### config.mk
export PLATFORM = sky130hd
export DESIGN_NAME = branch_redirect_ctrl_flat
export DESIGN_NICKNAME = d
export VERILOG_FILES = /design/src/rtl/branch_redirect_ctrl_if.sv /design/src/rtl/branch_redirect_ctrl.sv /design/src/flat_wrapper.sv
export SDC_FILE = /design/constraint.sdc
export NUM_CORES = 1
export LEC_CHECK = 0
export BUFFER_PORTS_ARGS = -buffer_cell sky130_fd_sc_hd__buf_2
export CAP_MARGIN = 30
export CELL_PAD_IN_SITES_DETAIL_PLACEMENT = 0
export CELL_PAD_IN_SITES_GLOBAL_PLACEMENT = 1
export CORE_MARGIN = 4
export CORE_UTILIZATION = 34
export CTS_CLUSTER_DIAMETER = 150
export DETAILED_ROUTE_END_ITERATION = 8
export PLACE_DENSITY_LB_ADDON = 0.1
export SKIP_CTS_REPAIR_TIMING = 1
export SLEW_MARGIN = 30
export SYNTH_ARGS = -nofsm -noshare
export SYNTH_HDL_FRONTEND = slang
export SYNTH_SLANG_ARGS = --single-unit
### constraint.sdc
create_clock -name clk -period 1.9 [get_ports clk]
set_input_delay 0 -clock clk [delete_from_list [all_inputs] [get_ports clk]]
set_output_delay 0 -clock clk [all_outputs]
set_load 0.005 [all_outputs]
### src/rtl/branch_redirect_ctrl_if.sv
// Redirect handshake between the EX-stage redirect controller and fetch.
//   redir_valid : controller -> fetch, redirect request
//   redir_pc    : controller -> fetch, new fetch PC (stable while redir_valid)
//   redir_ready : fetch -> controller, redirect accepted
// master = redirect controller, slave = fetch unit.
interface branch_redirect_ctrl_if #(
  parameter int unsigned DATA_WIDTH = 32
);
  logic                  redir_valid;
  logic                  redir_ready;
  logic [DATA_WIDTH-1:0] redir_pc;

  modport master (
    output redir_valid,
    output redir_pc,
    input  redir_ready
  );

  modport slave (
    input  redir_valid,
    input  redir_pc,
    output redir_ready
  );
endinterface

### src/rtl/branch_redirect_ctrl.sv
// Branch/jump redirect sequencer.
// Takes control-flow resolution from EX and issues a PC redirect to fetch over a
// valid/ready handshake. While the redirect is outstanding, it flushes IF/ID and stalls EX.
// After the handshake it keeps IF flushed for FLUSH_CYCLES cycles to drain in-flight
// fetches. Taken targets that are not word aligned raise a one-cycle misalign_exc pulse
// instead of redirecting. Saturating counters track taken and not-taken outcomes.
// Ports:
//   clk, rst_n           clock, async active-low reset
//   ex_*                 EX-stage resolution (valid, branch, jump, take, pc, target)
//   redir                redirect handshake to fetch (master side)
//   flush_if, flush_id   kill IF / ID instructions
//   stall_ex             hold EX and upstream
//   misalign_exc, exc_pc misaligned-target exception pulse and faulting PC
//   clr_cnt              synchronous clear of the statistics counters
//   taken_cnt, ntaken_cnt saturating statistics
module branch_redirect_ctrl #(
  parameter int unsigned DATA_WIDTH   = 32,
  parameter int unsigned FLUSH_CYCLES = 2,
  parameter int unsigned CNT_WIDTH    = 16
) (
  input  logic                  clk,
  input  logic                  rst_n,
  input  logic                  ex_valid,
  input  logic                  ex_branch,
  input  logic                  ex_jump,
  input  logic                  ex_take,
  input  logic [DATA_WIDTH-1:0] ex_pc,
  input  logic [DATA_WIDTH-1:0] ex_target,
  branch_redirect_ctrl_if.master redir,
  output logic                  flush_if,
  output logic                  flush_id,
  output logic                  stall_ex,
  output logic                  misalign_exc,
  output logic [DATA_WIDTH-1:0] exc_pc,
  input  logic                  clr_cnt,
  output logic [CNT_WIDTH-1:0]  taken_cnt,
  output logic [CNT_WIDTH-1:0]  ntaken_cnt
);

  typedef enum logic [1:0] {StIdle, StRedirect, StFlush} state_e;

  // Drain counter is loaded with FLUSH_CYCLES-1; only meaningful when FLUSH_CYCLES > 0.
  localparam logic [3:0] FlushInit = 4'(FLUSH_CYCLES - 1);

  state_e                state_q, state_d;
  logic [3:0]            cnt_q, cnt_d;
  logic [DATA_WIDTH-1:0] redir_pc_q, redir_pc_d;
  logic [DATA_WIDTH-1:0] exc_pc_q, exc_pc_d;
  logic                  misalign_q, misalign_d;
  logic [CNT_WIDTH-1:0]  taken_q, taken_d;
  logic [CNT_WIDTH-1:0]  ntaken_q, ntaken_d;
  logic                  taken_inc, ntaken_inc;
  logic                  cf, aligned;

  assign cf      = ex_valid & (ex_branch | ex_jump);
  assign aligned = (ex_target[1:0] == 2'b00);

  always_comb begin
    state_d    = state_q;
    cnt_d      = cnt_q;
    redir_pc_d = redir_pc_q;
    exc_pc_d   = exc_pc_q;
    misalign_d = 1'b0;
    taken_inc  = 1'b0;
    ntaken_inc = 1'b0;

    unique case (state_q)
      StIdle: begin
        if (cf) begin
          if (ex_take) begin
            if (aligned) begin
              redir_pc_d = ex_target;
              taken_inc  = 1'b1;
              state_d    = StRedirect;
            end else begin
              misalign_d = 1'b1;
              exc_pc_d   = ex_pc;
            end
          end else if (ex_jump) begin
            // A not-taken jump cannot happen; counting it as taken keeps the stats sane.
            taken_inc = 1'b1;
          end else begin
            ntaken_inc = 1'b1;
          end
        end
      end
      StRedirect: begin
        if (redir.redir_ready) begin
          if (FLUSH_CYCLES == 0) begin
            state_d = StIdle;
          end else begin
            state_d = StFlush;
            cnt_d   = FlushInit;
          end
        end
      end
      StFlush: begin
        if (cnt_q == 4'd0) begin
          state_d = StIdle;
        end else begin
          cnt_d = cnt_q - 4'd1;
        end
      end
      default: state_d = StIdle;
    endcase

    // Clear has priority over a same-cycle increment; counters stick at all-ones.
    if (clr_cnt) begin
      taken_d  = '0;
      ntaken_d = '0;
    end else begin
      taken_d  = (taken_inc && (taken_q != '1)) ? taken_q + CNT_WIDTH'(1) : taken_q;
      ntaken_d = (ntaken_inc && (ntaken_q != '1)) ? ntaken_q + CNT_WIDTH'(1) : ntaken_q;
    end
  end

  always_ff @(posedge clk or negedge rst_n) begin
    if (!rst_n) begin
      state_q    <= StIdle;
      cnt_q      <= 4'd0;
      redir_pc_q <= '0;
      exc_pc_q   <= '0;
      misalign_q <= 1'b0;
      taken_q    <= '0;
      ntaken_q   <= '0;
    end else begin
      state_q    <= state_d;
      cnt_q      <= cnt_d;
      redir_pc_q <= redir_pc_d;
      exc_pc_q   <= exc_pc_d;
      misalign_q <= misalign_d;
      taken_q    <= taken_d;
      ntaken_q   <= ntaken_d;
    end
  end

  // All outputs decode registered state only; no ex_* input reaches them combinationally.
  assign redir.redir_valid = (state_q == StRedirect);
  assign redir.redir_pc    = redir_pc_q;
  assign flush_if          = (state_q == StRedirect) | (state_q == StFlush);
  assign flush_id          = (state_q == StRedirect);
  assign stall_ex          = (state_q == StRedirect) | (state_q == StFlush);
  assign misalign_exc      = misalign_q;
  assign exc_pc            = exc_pc_q;
  assign taken_cnt         = taken_q;
  assign ntaken_cnt        = ntaken_q;

endmodule

### src/flat_wrapper.sv
// flat-port wrapper written by rule: the top's interface ports become plain ports
module branch_redirect_ctrl_flat 
#(
  parameter int unsigned DATA_WIDTH   = 32,
  parameter int unsigned FLUSH_CYCLES = 2,
  parameter int unsigned CNT_WIDTH    = 16
)
  (clk, rst_n, ex_valid, ex_branch, ex_jump, ex_take, ex_pc, ex_target, flush_if, flush_id, stall_ex, misalign_exc, exc_pc, clr_cnt, taken_cnt, ntaken_cnt, redir_redir_valid, redir_redir_pc, redir_redir_ready);
  branch_redirect_ctrl_if #(.DATA_WIDTH(DATA_WIDTH)) redir_i ();
  input  logic clk;
  input  logic rst_n;
  input  logic ex_valid;
  input  logic ex_branch;
  input  logic ex_jump;
  input  logic ex_take;
  input  logic [DATA_WIDTH-1:0] ex_pc;
  input  logic [DATA_WIDTH-1:0] ex_target;
  output logic flush_if;
  output logic flush_id;
  output logic stall_ex;
  output logic misalign_exc;
  output logic [DATA_WIDTH-1:0] exc_pc;
  input  logic clr_cnt;
  output logic [CNT_WIDTH-1:0] taken_cnt;
  output logic [CNT_WIDTH-1:0] ntaken_cnt;
  output wire logic [$bits(redir_i.redir_valid)-1:0] redir_redir_valid;
  output wire logic [$bits(redir_i.redir_pc)-1:0] redir_redir_pc;
  input wire logic [$bits(redir_i.redir_ready)-1:0] redir_redir_ready;
  assign redir_redir_valid = redir_i.redir_valid;
  assign redir_redir_pc = redir_i.redir_pc;
  assign redir_i.redir_ready = redir_redir_ready;
  branch_redirect_ctrl #(.DATA_WIDTH(DATA_WIDTH), .FLUSH_CYCLES(FLUSH_CYCLES), .CNT_WIDTH(CNT_WIDTH)) u_core (.clk(clk), .rst_n(rst_n), .ex_valid(ex_valid), .ex_branch(ex_branch), .ex_jump(ex_jump), .ex_take(ex_take), .ex_pc(ex_pc), .ex_target(ex_target), .redir(redir_i), .flush_if(flush_if), .flush_id(flush_id), .stall_ex(stall_ex), .misalign_exc(misalign_exc), .exc_pc(exc_pc), .clr_cnt(clr_cnt), .taken_cnt(taken_cnt), .ntaken_cnt(ntaken_cnt));
endmodule
* Word-level counts from Yosys, hierarchy flattened
Cells that the tools add are included.
Word-level totals: bits in writable memories 0, output and inout bits 101, latch bits 0, memory bits (read-only) 0, bits in registers 103, memories 0
Cells by class: $mul 0, multiplexer cells 26, $lt $le $gt $ge 0, bitwise gates (word level) 4, eq/ne operators 10, div/mod/pow operators 0, reduce and logical (&&, ||, !) cells 12, shift-type cells 0, $add $sub $neg 3
Operator list (count):
- $mux W16 | 4
- $add A16 B1 Y16 const B | 2
- $ne A16 B16 Y1 const B | 2
- $mux W1 | 13
- $mux W2 | 5
- $mux W4 | 2
- $ne A2 B1 Y1 const B | 4
- $pmux W4 S2 | 1
- $reduce_and A4 Y1 | 2
- $pmux W2 S3 | 1
- $reduce_bool A2 Y1 | 3
- $reduce_and A5 Y1 | 1
- $logic_not A2 Y1 | 2
- $logic_not A4 Y1 | 1
- $ne A2 B2 Y1 const B | 2
- $sub A4 B1 Y4 const B | 1
- $reduce_and A3 Y1 | 1
- $eq A2 B1 Y1 const B | 1
- $eq A2 B2 Y1 const B | 1
- $logic_and A1 B1 Y1 | 2
- $or A1 B1 Y1 | 2
- $and A1 B1 Y1 | 1
- $not A1 Y1 | 1

* Longest topological paths before layout
depth after elaboration 8, gate-level depth with buffers 7, depth with buffers taken out 7

* Worst setup path after synthesis
No wires, ideal clock.
kind register to register, start register u_core.ntaken_q[0] (netlist: u_core.ntaken_cnt[0]), end register u_core.ntaken_q[13] (netlist: u_core.ntaken_cnt[13]), library setup time 0.125 ns, stages on the path, launching flop included 8, arrival 1.956 ns, path slack -0.181 ns, clock period less this slack 2.081 ns, required time 1.775 ns, cells stage by stage dfrtp_1 -> ha_1 -> and4_1 -> and4_1 -> buf_2 -> a2111oi_4 -> nand3_1 -> mux2_4
On the way: cells in the longest elaborated chain, start to end 3
Ends and longest elaborated chain:
- start: declaration | line branch_redirect_ctrl.sv:51 | logic [CNT_WIDTH-1:0] ntaken_q, ntaken_d;
- start signal: assignment | line branch_redirect_ctrl.sv:133 | ntaken_q <= ntaken_d;
- $add A16 B1 Y16 or $ne A16 B16 Y1 (tied branches) | line branch_redirect_ctrl.sv:113 | ntaken_d = (ntaken_inc && (ntaken_q != '1)) ? ntaken_q + CNT_WIDTH'(1) : ntaken_q;
- $mux W16 or $logic_and A1 B1 Y1 (tied branches) | line branch_redirect_ctrl.sv:113
- $mux W16 or $reduce_bool A2 Y1 (tied branches)
Several ways; a longest one is shown, not always the timed one. The select of a mux whose other input is x is not followed. A chain may end at the register's enable or synchronous reset.

* Worst setup path after layout
start register u_core.state_q[0], end register u_core.ntaken_q[9] (netlist: u_core.ntaken_cnt[9])
On the way: cells in the longest elaborated chain, start to end 4
Ends and longest elaborated chain:
- start: declaration | line branch_redirect_ctrl.sv:45 | state_e state_q, state_d;
- start signal: assignment | line branch_redirect_ctrl.sv:119 | state_q <= StIdle;
- start signal: assignment | line branch_redirect_ctrl.sv:127 | state_q <= state_d;
- $logic_not A2 Y1 | line branch_redirect_ctrl.sv:67 | unique case (state_q)
- $mux W1 | line branch_redirect_ctrl.sv:67
- $logic_and A1 B1 Y1 | line branch_redirect_ctrl.sv:113
- $reduce_bool A2 Y1 (no source line)
Every way passes these cells.

==> implementation parameters <==
Parameter                              Value

Timing
  Worst-margin pin slew    around 590 ps
  Post-route setup TNS    0 ps
  Part of the cycle the worst path needs    95.8%
  Unrepaired setup endpoints after global routing    yes
  Max Freq    between 500 and 600 MHz
  Final worst path period need    ~1800 ps
  Final Setup Violations    0
  Relative slew slack    60.7%
  Total count of max-transition violations in the final report    0
  Fin Clk Skew    roughly 7.5 ps
  Count of endpoints failing hold in the final timing report    0
  Worst hold slack    around 36 ps

Yosys
  Post-synthesis async set-or-reset flop share    between 90% and 100%
  Main synth FF type    sky130_fd_sc_hd__dfrtp_1
  Warning count from the yosys run    0
  Post-synthesis sequential element count    approximately 100
  Fraction of the yosys area taken by sequential cells    ~55%
  Count of flip-flops with a built-in enable after synthesis    0
  Synthesized instance count    between 300 and 400
  Syn Nets    between 400 and 500
  Combined area of all synthesized cells    4650 µm²
  Number of different library cells in the post-synthesis netlist    43
  Syn_area_per_cell    between 10 and 15 µm²

Worst hold path
  Worst min-delay path class    input pin to register

Placed design
  Number of port buffers    ~170
  Final weighted congestion of routability-driven global placement    between 0.7 and 0.8
  Half-perimeter wire length after detailed placement    a little over 9000 µm

Detailed routing
  Router iterations before antenna repair    4
  Post-route DRC    0
  Average wire per cell in the routed design    about 15 µm
  Violation count after the first detailed-routing iteration    182
  Post-Route WL    ~13000 µm
  Remaining antenna violation count    0
  Via density per instance    4.68
  Via count    3927

Clock network
  Clk Latency, worst-skew pair    about 350 ps
  Max clock buf depth    2
  Root Buffer Master    sky130_fd_sc_hd__clkbuf_16
  Number of clock buffers inserted by TritonCTS    9
  TritonCTS sink count    just over 100
  Clock tree from TritonCTS    yes
  H-tree levels    3
  CTS clock-pin slew for the worst setup and hold paths    about 70 ps

Worst setup path
  Critical path class    register to register
  Worst Path Required    roughly 2100 ps
  Cell at the slowest stage of the critical path    sky130_fd_sc_hd__dfrtp_1
  Critical Path End Type    register
  CP startpoint kind    register
  Worst endpoint data arrival time    approximately 2000 ps
  Crit-path max cell delay    ~400 ps
  Largest driver fanout on the critical path    4
  CP cell instances    inv_2 -> ha_4 -> nand4_1 -> or2_4 -> buf_4 -> a2111oi_4 -> xnor2_1 -> nor2_1

Cells and area
  Number of nets in the final layout    ~740
  Number of filler instances in the final layout    approximately 1200
  Share of final-layout standard cells stronger than drive strength 1    47.7%
  Relative area change from synthesis to final layout    52.2%
  Area used by multi-input combinational logic    2070 µm²
  Footprint of the flip-flops and latches    ~2600 µm²
  Antenna diode instance count    0

Floorplan
  Area of the core region    between 10000 and 15000 µm²
  Die width    between 100 and 150 µm
  Placement row count    between 40 and 50
  Top-level port count    approximately 170
  Die outline height    approximately 120 µm
  Starting density of the core    between 30% and 40%
  Area enclosed by the die boundary    15600 µm²

Global route
  Global Route Usage Sum    about 16%
  Global route overflow    0
  Number of global-route vias before repair    around 4000
  Global-route wire length before repair    20200 µm
  Initial antenna violation count    0
  Largest net degree at the start of global routing    47

Pwr
  Total power consumption of the routed design    7430 µW
  Leak    ~0.0033 µW
  Maximum vdd ir drop    ~680 µV
  Power density normalized to cell area    1050 nW/µm²

Flow run
  Max-capacitance violation count    0

Outcome
  Run status    completed
-- through the flow --
| step | cell area (µm²) | cells | setup slack [ps] | util [%] |
|---|---|---|---|---|
| finish | 7080 | 839 | 80.0 | 53.2 |
| global route | 7080 | 839 | -20.4 | 53.2 |
| CTS | 6320 | 774 | -79.8 | 47.5 |
| detailed placement | 6040 | 758 | -73.2 | 45.4 |
| global placement | 6040 | 758 | -65.5 | 45.4 |
| floorplan | 4660 | 382 | -68.9 | - |
-- placed cells by master (no fill, tap or decap), types with 4 or more instances in the layout --
master and count:
sky130_fd_sc_hd__buf_2 171, sky130_fd_sc_hd__dfrtp_1 103, sky130_fd_sc_hd__dlygate4sd3_1 64, sky130_fd_sc_hd__mux2_2 61
sky130_fd_sc_hd__buf_4 44, sky130_fd_sc_hd__nor2_1 40, sky130_fd_sc_hd__xnor2_1 27, sky130_fd_sc_hd__nand3_1 13
sky130_fd_sc_hd__a211oi_1 13, sky130_fd_sc_hd__nand2_1 12, sky130_fd_sc_hd__clkbuf_16 9, sky130_fd_sc_hd__inv_1 8
sky130_fd_sc_hd__nand4_1 8, sky130_fd_sc_hd__o21ai_0 7, sky130_fd_sc_hd__and3_1 7, sky130_fd_sc_hd__mux2i_1 6
sky130_fd_sc_hd__a21oi_1 5, sky130_fd_sc_hd__ha_1 5, sky130_fd_sc_hd__nor2b_1 4, sky130_fd_sc_hd__nor4_1 4
-- cell families after synthesis --
logic type,Yosys count,share of synthesized area [%]
AO/OA/AOI/OAI,37,6.00
adder cells (fa/ha/maj),7,1.88
XOR/XNOR,28,5.27
flip-flops,103,55.4
AND/OR/NAND/NOR,111,12.3
multiplexers,69,16.6
buffers and inverters,27,2.50
-- worst max-delay path: cells and delay by family (launching register included) --
family / cells / cell delay [ps]
DFF: 1 / 390
AOI/OAI and AO/OA: 1 / 330
xor gates and xnor gates: 1 / 160
adders and majority gates: 1 / 150
buffers and inverters: 2 / 240
and+or+nand+nor: 3 / 430
-- flip-flops by register name, indices dropped and copies added, names as in the netlist --
signal / count
u_core.exc_pc: 32
u_core.redir.redir_pc: 32
u_core.ntaken_cnt: 16
u_core.taken_cnt: 16
u_core.cnt_q: 4
u_core.state_q: 2
u_core.misalign_exc: 1
-- metal layers --
| metal | share of wire (%) | track usage (%) |
|---|---|---|
| met5 | 0 | 0 |
| met4 | 1.4 | 5.04 |
| met3 | 6.2 | 6.23 |
| met2 | 52 | 27.4 |
| met1 | 41 | 18.3 |
-- where the power goes --
group          switching (µW)  total, µW  internal [µW]
logic                    1020       2380           1360
registers                 363       3270           2910
clock network             862       1770            911
total                    2250       7430           5180
-- area by class of cell --
| class | instances | share of cell area, % |
|---|---|---|
| inverter | 10 | 0.530 |
| clock inverter | 6 | 0.742 |
| multi-input combinational | 252 | 29.3 |
| clock buffer | 10 | 3.23 |
| sequential | 103 | 36.4 |
| timing repair buffer | 282 | 26.7 |
| tap | 176 | 3.11 |
-- final timing paths --
path / start / endpoint / slack, ps / depth (start not counted)
worst min register to register: u_core.redir.redir_pc[28] / u_core.redir.redir_pc[28] / 490 / 1
worst max register to register: u_core.state_q[0] / u_core.ntaken_cnt[9] / 80 / 8
worst min-delay path: clr_cnt / u_core.ntaken_cnt[12] / 40 / 2
max in group asynchronous: rst_n / u_core.exc_pc[29] / 1170 / 3
worst max-delay path: u_core.state_q[0] / u_core.ntaken_cnt[9] / 80 / 8
min in group asynchronous: rst_n / u_core.redir.redir_pc[3] / 140 / 2
-- cell usage after synthesis, types with 8 or more instances --
library cell,instances,share of area (%)
sky130_fd_sc_hd__a211oi_1,13,2.1
sky130_fd_sc_hd__clkbuf_1,8,0.65
sky130_fd_sc_hd__dfrtp_1,103,55
sky130_fd_sc_hd__inv_1,10,0.81
sky130_fd_sc_hd__mux2_2,61,15
sky130_fd_sc_hd__nand2_1,13,1.0
sky130_fd_sc_hd__nand3_1,13,1.4
sky130_fd_sc_hd__nand4_1,8,1.1
sky130_fd_sc_hd__nor2_1,40,3.2
sky130_fd_sc_hd__o21ai_0,8,0.86
sky130_fd_sc_hd__xnor2_1,27,5.1
Power figures use the tool's default switching activity.
